$ cat src/rtl/counter_seek_ctrl.sv
// Seek controller: steps an external 4-bit up/down counter one enable pulse at a
// time until its output matches a captured target, or gives up after MAX_STEPS.
module counter_seek_ctrl #(
  parameter int unsigned MAX_STEPS = 16
) (
  input  logic       clk,
  input  logic       rst,
  input  logic       start,
  input  logic [3:0] target,
  input  logic [3:0] count,
  output logic       up,
  output logic       en,
  output logic       busy,
  output logic       done,
  output logic       timeout,
  output logic [4:0] steps
);

  localparam logic [4:0] MAX_S = 5'(MAX_STEPS);

  typedef enum logic [2:0] {IDLE, CMP, MOVE, SETTLE, FIN} state_t;

  state_t     state_q, state_d;
  logic [3:0] tgt_q, tgt_d;
  logic       up_q, up_d;
  logic       en_q, en_d;
  logic       busy_q, busy_d;
  logic       done_q, done_d;
  logic       timeout_q, timeout_d;
  logic [4:0] steps_q, steps_d;
  logic [1:0] rdy_q, rdy_d;

  // Starts are held off until reset release has passed through two flops.
  always_comb begin
    state_d   = state_q;
    tgt_d     = tgt_q;
    up_d      = up_q;
    en_d      = 1'b0;
    done_d    = 1'b0;
    timeout_d = timeout_q;
    steps_d   = steps_q;
    rdy_d     = {rdy_q[0], 1'b1};
    case (state_q)
      IDLE: begin
        if (start && rdy_q[1]) begin
          tgt_d     = target;
          steps_d   = 5'd0;
          timeout_d = 1'b0;
          state_d   = CMP;
        end
      end
      CMP: begin
        if (count == tgt_q) begin
          state_d = FIN;
        end else if (steps_q == MAX_S) begin
          timeout_d = 1'b1;
          state_d   = FIN;
        end else begin
          up_d    = (count < tgt_q);
          en_d    = 1'b1;
          steps_d = (steps_q == 5'd31) ? steps_q : steps_q + 5'd1;
          state_d = MOVE;
        end
      end
      MOVE:    state_d = SETTLE;
      SETTLE:  state_d = CMP;
      FIN: begin
        done_d  = ~timeout_q;
        state_d = IDLE;
      end
      default: state_d = IDLE;
    endcase
    busy_d = (state_d != IDLE);
  end

  always_ff @(posedge clk or negedge rst) begin
    if (!rst) begin
      state_q   <= IDLE;
      tgt_q     <= 4'd0;
      up_q      <= 1'b0;
      en_q      <= 1'b0;
      busy_q    <= 1'b0;
      done_q    <= 1'b0;
      timeout_q <= 1'b0;
      steps_q   <= 5'd0;
      rdy_q     <= 2'b00;
    end else begin
      state_q   <= state_d;
      tgt_q     <= tgt_d;
      up_q      <= up_d;
      en_q      <= en_d;
      busy_q    <= busy_d;
      done_q    <= done_d;
      timeout_q <= timeout_d;
      steps_q   <= steps_d;
      rdy_q     <= rdy_d;
    end
  end

  assign up      = up_q;
  assign en      = en_q;
  assign busy    = busy_q;
  assign done    = done_q;
  assign timeout = timeout_q;
  assign steps   = steps_q;

endmodule

$ cat config.mk
export PLATFORM = sky130hd
export DESIGN_NAME = counter_seek_ctrl
export DESIGN_NICKNAME = d
export VERILOG_FILES = /design/src/rtl/counter_seek_ctrl.sv
export SDC_FILE = /design/constraint.sdc
export NUM_CORES = 1
export LEC_CHECK = 0
export ABC_AREA = 1
export CAP_MARGIN = 15
export CORE_AREA = 4 4 51 53
export CTS_CLUSTER_SIZE = 20
export DETAILED_ROUTE_END_ITERATION = 7
export DIE_AREA = 0 0 55 57
export DONT_BUFFER_PORTS = 1
export HOLD_SLACK_MARGIN = 0.1
export PLACE_DENSITY_LB_ADDON = 0.25
export SLEW_MARGIN = 20
export SYNTH_ARGS = -nofsm -noshare
export SYNTH_HDL_FRONTEND = slang
export SYNTH_SLANG_ARGS = --single-unit
$ cat constraint.sdc
create_clock -name clk -period 1.5 [get_ports clk]
set_input_delay 0.225 -clock clk [delete_from_list [all_inputs] [get_ports clk]]
set_output_delay 0.225 -clock clk [all_outputs]
set_load 0.02 [all_outputs]
==> results.tsv <==
metric	value	unit
track_usage	14.6	%
area_of_combinational_cells_with_multiple_inputs	543	um^2
post-route-min-period	1.43	ns
drt_first_pass_iters	4	
dp_cells	153	
first_element_of_the_critical_path	steps[1]	
synthDistinctLibCells	24	
power.ir.vdd_worst	929	uV
fin_nets	154	
tritoncts	yes	
grt_start_max_net_pins	20	
setup.worst_path.class	reg -> reg	
netlist_top_cells_area	dfrtp_1, nand2_1, ha_1	
setup.worst_path.end_class	flip-flop	
netlist_area	1030	um^2
floorplan.initialDensity	47.8	%
via_count_of_the_first_global_routing_pass	793	
synth-main-ff-cell	dfrtp_1	
worst-endpoint-arrival	1.62	ns
synth_warnings	0	
timing.final.setup_violations	0	
share_of_post_route_cells_with_drive_strength_above_1	30.4	%
layout.area.seq	477	um^2
worst-path-max-fanout	6	
area_delta_synth_final	23.4	%
placement.cell_area	1100	um^2
core	2150	um^2
worstMarginPinSlew	0.862	ns
floorplan.die.width	55	um
final-max-slew-violation-count	0	
synth-edff-count	0	
number_of_antenna_violations_at_the_first_check_in_global_routing	0	
ys_seq_area_share	46.3	%
max-cap-violations	0	
synthesis.instances	119	
run_status	completed	
min_delay_worst_type	in -> reg	
worst_clock_skew	0.00720	ns
insertion_delay_of_the_later_clocked_pin_in_the_worst_skew_pair	0.30	ns
flops_latches_synth	19	
ios	21	
period_share	95.3	%
floorplan.rows	17	
synth_top_cell_by_area	dfrtp_1	
drt-vias-per-instance	4.85	
synth.net_count	137	
first_pass_grt_wire_length	3370	um
timing.fmax	0.700	GHz
setup.worst_path.start_class	flip-flop	
synth.most_common_cell	nand2_1	
num_antenna_cells	0	
hold_wc_startpoint	start	
finalSetupTns	0	ns
fin_hold_viols	0	
dp_hpwl	1450	um
drtAntennaViolNets	0	
hold_ws	0.116	ns
drt_iter0_drc	13	
cts.path.max_buffers	2	
die_height	57	um
clkSlewWorstSetupHoldPaths	0.12	ns
post_synth_most_frequent_cells	nand2_1, dfrtp_1, inv_1, nor2_1, nand3_1	
postRouteWirelength	2010	um
drc	0	
htree_levels	1	
clock_sinks	19	
area_of_the_die	3140	um^2
cp.required	1.69	ns
dr_total_vias	790	
synth_top_area_share	46.3	%
total_leakage_power	0.648	nW
r2r-start	steps[1]	
cts_inserted_buffers	3	
grt.overflow.total	0	
num-fill-cells	189	
final_area	1270	um^2
avgRoutedWirePerCell	12.3	um
root_buffer	clkbuf_4	
timing.max_slew.rel_slack	42.3	%
syn_area_per_cell	8.63	um^2
proportion_of_register_bits_with_asynchronous_set_or_reset_after_synthesis	100	%
power_per_cell_area	1670	nW/um^2
port_buffers	0	
instances_no_fill	163	
place.gp.congestion	0.845	
==> per-layer routing <==
layer / up-vias / share of wire (%) / GRT usage [%]
met5: - / 0 / 0
met4: 0 / 0.70 / 6.25
met3: 2 / 3.6 / 2.87
met2: 12 / 52 / 22.5
met1: 369 / 44 / 19.7
li1: 407 / - / -
==> per-stage QoR <==
| stage | worst slack, ns | utilization (%) | power, mW |
|---|---|---|---|
| after floorplan | 0.000370 | - | 1.54 |
| after global placement | 0.0500 | 51.4 | 1.69 |
| after detailed placement | -0.00549 | 51.4 | 1.72 |
| after CTS | 0.00714 | 55.3 | 2.02 |
| after global routing | -0.00493 | 59.0 | 2.32 |
| final | 0.0707 | 59.0 | 2.12 |
==> worst paths after layout <==
check                                 to  slack, ns  cells after the start
worst max-delay path            steps[0]       0.07                     10
worst min-delay path                busy       0.12                      2
worst max register to register  steps[0]       0.07                     10
worst min register to register  rdy_q[1]       0.36                      0
max in group asynchronous       steps[0]       0.44                      1
min in group asynchronous             en       0.47                      1
==> registers in the layout, summed over array words and instances (netlist names) <==
register,flops
state_q,3
steps,5
timeout,1
en,1
busy,1
rdy_q,2
tgt_q,4
done,1
up,1
==> logic make-up (layout without fill, tap and decap cells) <==
kind of cell	Yosys count	count (layout)	synth area share, %
simple gates	58	58	29.6
buf+inv	21	37	8.40
flops	19	19	46.3
compound gates	13	13	6.82
fa+ha+maj	7	7	8.53
other cells	1	1	0.365
==> cell usage in the layout (no fill, tap or decap), types with 2 or more instances in the layout <==
cell type      count
buf_4              8
dfrtp_1           18
nand3_1            9
nand2_2            5
ha_4               3
clkbuf_4           3
nor2_4             2
nand2_1           19
inv_1             14
nand3_2            2
nor2_2             2
nor2_1            10
inv_2              6
nand2_4            3
a21oi_1            6
o21ai_0            4
ha_1               3
dlygate4sd3_1      5
==> report_power, final <==
part | internal, mW | switching [mW] | total (mW)
sequential | 0.667 | 0.176 | 0.844
clock | 0.0992 | 0.163 | 0.262
combinational | 0.371 | 0.645 | 1.02
total | 1.14 | 0.984 | 2.12
==> worst max-delay path, cell delays in order (launching register included) <==
cell,delay (ns)
dfrtp_1,0.44
ha_4,0.19
nand2_4,0.06
nor2_2,0.03
ha_2,0.16
inv_2,0.05
nand3_2,0.09
nand2_4,0.11
nand2_4,0.08
nand2_1,0.07
nand2_1,0.05
==> what timing repair did <==
item | CTS | global route
gates resized for setup | 2 | 16
hold buffers | 5 | 0
endpoints found under the setup margin | 4 | 6
buffers inserted | 0 | 1
pin swaps | 2 | 6
cloned | 0 | 0
endpoints found under the hold margin | 23 | 0
==> final cells by class <==
class,count,area share (%)
Clock buffer,3,1.78
Inverter,20,5.92
Sequential cell,19,37.6
Tap cell,28,2.76
Timing Repair Buffer,13,8.69
Clock inverter,1,0.395
Multi-Input combinational cell,79,42.8
No activity file was read; power rests on OpenSTA's default activity.
